## src/rtl/compare_pipe.sv

```systemverilog
// compare_pipe: two-stage pipelined WIDTH-bit comparator with signed/unsigned
// select, equal/less/greater flags and a mode-selected hit result.
// Optional statistics (sample/hit counters, consecutive-miss alarm) are built
// only when CMP_STATS_EN is defined; otherwise they are tied to zero and
// clear is ignored.
module compare_pipe #(
  parameter int WIDTH  = 8,
  parameter int CNT_W  = 16,
  parameter int STREAK = 4
) (
  input  logic             clock,
  input  logic             reset,
  input  logic             clear,
  input  logic             in_valid,
  input  logic [WIDTH-1:0] a,
  input  logic [WIDTH-1:0] b,
  input  logic [1:0]       mode,
  input  logic             is_signed,
  output logic             out_valid,
  output logic             equal,
  output logic             less,
  output logic             greater,
  output logic             hit,
  output logic             streak_alarm,
  output logic [CNT_W-1:0] hit_count,
  output logic [CNT_W-1:0] sample_count
);

  logic             v1;
  logic [WIDTH-1:0] a1;
  logic [WIDTH-1:0] b1;
  logic [1:0]       mode1;
  logic             sgn1;

  logic [WIDTH-1:0] ka;
  logic [WIDTH-1:0] kb;
  logic             eq_c;
  logic             lt_c;
  logic             gt_c;
  logic             hit_c;

  // Stage 1: capture the sample unconditionally; only the valid bit matters downstream
  always_ff @(posedge clock) begin
    if (reset) begin
      v1    <= 1'b0;
      a1    <= '0;
      b1    <= '0;
      mode1 <= 2'b00;
      sgn1  <= 1'b0;
    end else begin
      v1    <= in_valid;
      a1    <= a;
      b1    <= b;
      mode1 <= mode;
      sgn1  <= is_signed;
    end
  end

  // Compare: inverting the sign bit maps two's-complement order onto unsigned order
  always_comb begin
    ka = a1;
    kb = b1;
    if (sgn1) begin
      ka[WIDTH-1] = ~a1[WIDTH-1];
      kb[WIDTH-1] = ~b1[WIDTH-1];
    end
    eq_c = (a1 == b1);
    lt_c = (ka < kb);
    gt_c = (ka > kb);
    case (mode1)
      2'b00:   hit_c = eq_c;
      2'b01:   hit_c = lt_c;
      2'b10:   hit_c = gt_c;
      default: hit_c = ~eq_c;
    endcase
  end

  // Stage 2: register result flags; they hold their last value on idle cycles
  always_ff @(posedge clock) begin
    if (reset) begin
      out_valid <= 1'b0;
      equal     <= 1'b0;
      less      <= 1'b0;
      greater   <= 1'b0;
      hit       <= 1'b0;
    end else begin
      out_valid <= v1;
      if (v1) begin
        equal   <= eq_c;
        less    <= lt_c;
        greater <= gt_c;
        hit     <= hit_c;
      end
    end
  end

`ifdef CMP_STATS_EN
  localparam logic [CNT_W-1:0] CNT_MAX  = '1;
  localparam logic [CNT_W-1:0] STREAK_C = CNT_W'(STREAK);

  logic [CNT_W-1:0] miss_count;
  logic [CNT_W-1:0] miss_next;

  // Saturating increment of the consecutive-miss counter
  always_comb begin
    miss_next = (miss_count == CNT_MAX) ? miss_count : miss_count + 1'b1;
  end

  // Statistics update on the same edge that publishes a valid result; clear beats it
  always_ff @(posedge clock) begin
    if (reset || clear) begin
      sample_count <= '0;
      hit_count    <= '0;
      miss_count   <= '0;
      streak_alarm <= 1'b0;
    end else if (v1) begin
      if (sample_count != CNT_MAX) begin
        sample_count <= sample_count + 1'b1;
      end
      if (hit_c) begin
        if (hit_count != CNT_MAX) begin
          hit_count <= hit_count + 1'b1;
        end
        miss_count <= '0;
      end else begin
        miss_count <= miss_next;
        if (miss_next == STREAK_C) begin
          streak_alarm <= 1'b1;
        end
      end
    end
  end
`else
  logic unused_clear;

  assign unused_clear = clear;
  assign hit_count    = '0;
  assign sample_count = '0;
  assign streak_alarm = 1'b0;
`endif

endmodule

```

## config.mk

```make
export PLATFORM = sky130hd
export DESIGN_NAME = compare_pipe
export DESIGN_NICKNAME = d
export VERILOG_FILES = /design/src/rtl/compare_pipe.sv
export SDC_FILE = /design/constraint.sdc
export NUM_CORES = 1
export LEC_CHECK = 0
export ABC_AREA = 1
export BUFFER_PORTS_ARGS = -buffer_cell sky130_fd_sc_hd__buf_2
export CAP_MARGIN = 5
export CORE_AREA = 2 2 55 57
export DETAILED_ROUTE_END_ITERATION = 8
export DIE_AREA = 0 0 57 59
export GPL_TIMING_DRIVEN = 0
export PLACE_DENSITY = 0.81
export SYNTH_ARGS = -nofsm -noshare
export SYNTH_HDL_FRONTEND = slang
export SYNTH_SLANG_ARGS = --single-unit
```

## constraint.sdc

```tcl
create_clock -name clock -period 2.9 [get_ports clock]
set_clock_uncertainty 0.2 [all_clocks]
set_input_delay 0.145 -clock clock [delete_from_list [all_inputs] [get_ports clock]]
set_output_delay 0.145 -clock clock [all_outputs]
set_load 0.05 [all_outputs]
```

==> summary.md <==
| Metric | Value |
|---|---|
| N_diodes | `0` |
| Core area | `around 2700 sq um` |
| Die height | `59 um` |
| Final setup violation count | `0` |
| Fin crit share | `between 60 and 70%` |
| Final ANT Viol Nets | `0` |
| DP Cell Count | `around 260` |
| Hold/Removal Path Class | `reg2reg` |
| Sequential share of power | `47.1%` |
| Total CTS buffers | `3` |
| Tmin final | `roughly 1.8 ns` |
| Num ports | `61` |
| Placer Congestion | `0.694` |
| Vias per cell | `3.89` |
| Count leader, synth | `inv_1` |
| Post-synth top area cell | `dfxtp_1` |
| GRT Total Usage | `15.6%` |
| Overflow after GRT | `0` |
| Layout area overhead | `41.5%` |
| Final hold vios | `0` |
| Vias post-DR | `1094` |
| DIE WIDTH | `between 50 and 60 um` |
| Leak Pwr | `1.07 nW` |
| Core Rows | `19` |
| Critical Path End Type | `flop` |
| Avg WL per Cell | `roughly 8.7 um` |
| H-tree depth | `1` |
| Initial drt markers | `14` |
| Critical path arrival | `1.79 ns` |
| Crit path max fanout | `3` |
| R2r worst-path depth | `12` |
| Bufs on Longest Clock Path | `2` |
| Critical path required time | `just under 3 ns` |
| I/O Buffers | `26` |
| Worst hold slack | `0.279 ns` |
| Final net count | `281` |
| Share of the synthesized area in the top cell type | `around two fifths` |
| Non-Filler Instances | `approximately 280` |
| CP startpoint | `b1[3]` |
| Comb pwr share | `33.3%` |
| Async SR Flop Fraction | `0%` |
| Initial Util | `47.7%` |
| Area occupied by multi-input gates | `527 sq um` |
| Hold EP | `greater` |
| Clock Sinks | `25` |
| Global-route wire length before repair | `a little under 4000 um` |
| # DRC | `0` |
| CTS clk-pin slew, worst paths | `0.14 ns` |
| Clk_lat worst skew | `0.32 ns` |
| Worst Setup Path Type | `reg2reg` |
| Post-Route Utilization | `67.5%` |
| Worst r2r src | `b1[3]` |
| Filler instances | `about 230` |
| Initial antenna violation count | `0` |
| Drt total wl | `about 2400 um` |
| Reg2reg setup slack | `1.15 ns` |
| Max-cap violations | `0` |
| Outcome | `completed` |
| RSZ-0062 raised after global routing | `no` |
| Share of cells above drive strength 1 | `28.4%` |
| Fmax achieved | `570 MHz` |
| 1st-pass router iterations | `6` |
| Net Sw Frac | `35.7%` |
| Tot Pwr | `787 uW` |
| Cell area after synthesis | `1290 sq um` |
| Register Area | `500 sq um` |
| Int Pwr | `roughly 510 uW` |
| Crit start category | `flop` |
| Vias in the first global route | `1029` |
| CTS tree | `yes` |
| Hold_sp | `greater` |
| Synth warn | `0` |
| Pin count of the biggest net entering global routing | `15` |
| Sequential share of the synthesized area | `38.7%` |
| Final Slew Violations | `0` |
| NetSw | `roughly 280 uW` |
| Most frequent cells after synthesis | `inv_1, buf_4, dfxtp_1, nor2_1, nand2_1` |
| CTS root buf | `clkbuf_4` |
| Mapped Cells | `~170` |
| Number of library cell types mapped by synthesis | `20` |
| Synth area leaders | `dfxtp_1, buf_4, inv_1, nor2_1, ha_1` |
| Yosys reg bits | `25` |
| Cell Pwr Density | `between 400 and 500 nW/um^2` |
| Post-route setup TNS | `0 ns` |
| Maximum vdd drop | `0.385 mV` |
| Hold Path Depth | `2` |
| Avg Cell Area, Syn | `7.79 sq um` |
| DIE AREA | `3360 sq um` |
| Post-synth EDFFs | `0` |
| R2r endpoint | `hit` |
| HPWL Detailed | `1750 um` |
| Clock power share | `19.6%` |
| Ys flop type | `dfxtp_1` |
==> per-stage QoR <==
step / worst slack [ns] / cell area (sq um)
floorplan: 1.29 / 1410
global placement: 1.19 / 1580
detailed placement: 1.15 / 1580
CTS: 1.13 / 1830
global route: 1.04 / 1830
finish: 1.15 / 1830
==> worst max path at each step <==
stage,to,cells past startpoint
after floorplan,hit,12
after global placement,hit,12
after detailed placement,hit,12
after CTS,hit,12
after global routing,hit,12
final,hit,12
==> sequential cells by signal, indices dropped and copies added, names as in the netlist <==
signal and cells:
less 1, equal 1, a1 8, b1 8
greater 1, hit 1, sgn1 1, out_valid 1
v1 1, mode1 2
==> timing repair <==
action / 4_1_cts / 5_1_grt
setup buffers: 0 / 0
hold buffers: 22 / 0
endpoints found under the hold margin: 24 / 0
resized for setup: 0 / 0
==> layout by cell type (no fill, tap or decap) <==
cell type and count:
o21ai_0 2, nand2_1 14, or2_0 1, ha_1 7, nand3_1 6, clkbuf_4 3
nor2_1 25, nand3_4 1, clkbuf_1 2, nand2_2 3, dfxtp_1 25, a21oi_2 1
nand3b_1 2, dlygate4sd3_1 22, clkinv_2 1, buf_2 26, conb_1 33, inv_2 1
buf_4 33, nor2_4 1, inv_1 34, nor2_8 1, a21oi_1 5, a31oi_1 1
==> cells by family after synthesis <==
kind of cell	count (synthesis)	synth area share (%)
AO/OA/AOI/OAI	9	3.87
flip-flops	25	38.7
AND/OR/NAND/NOR	54	20.5
buffers and inverters	70	29.9
adder cells (fa/ha/maj)	7	6.77
other	1	0.290
==> power groups by stage <==
stage	Combinational, mW	Clock, mW	Sequential (mW)
2_1_floorplan	0.192	0	0.390
3_3_place_gp	0.233	0	0.377
3_5_place_dp	0.238	0	0.378
4_1_cts	0.260	0.156	0.370
5_1_grt	0.283	0.169	0.372
6_report	0.262	0.154	0.370
==> layer usage <==
layer / wire, um / track usage, % / vias up
li1: - / - / 591
met1: 902 / 14.7 / 459
met2: 1320 / 31.4 / 36
met3: 130 / 3.06 / 8
met4: 76 / 8.64 / 0
met5: 0 / 0 / -
==> final cells by class <==
type,instances,share of cell area (%)
inverters,35,7.18
plain buffers,35,13.9
repair buffers,48,19.1
clock inverters,1,0.273
well taps,31,2.12
flip-flops and latches,25,27.3
multi-input cells,103,28.8
clock buffers,3,1.23
==> critical path, stage by stage, from the launching register on <==
cell and delay (ns):
dfxtp_1 0.33, inv_1 0.04, ha_1 0.30, nand2_1 0.18, inv_1 0.06, nand2_1 0.06
nand2_1 0.05, nand2_1 0.08, nand3_1 0.11, nand2_1 0.08, nand3_1 0.06, nand2_1 0.07
a21oi_2 0.04
(Power assumes the default switching activity.)
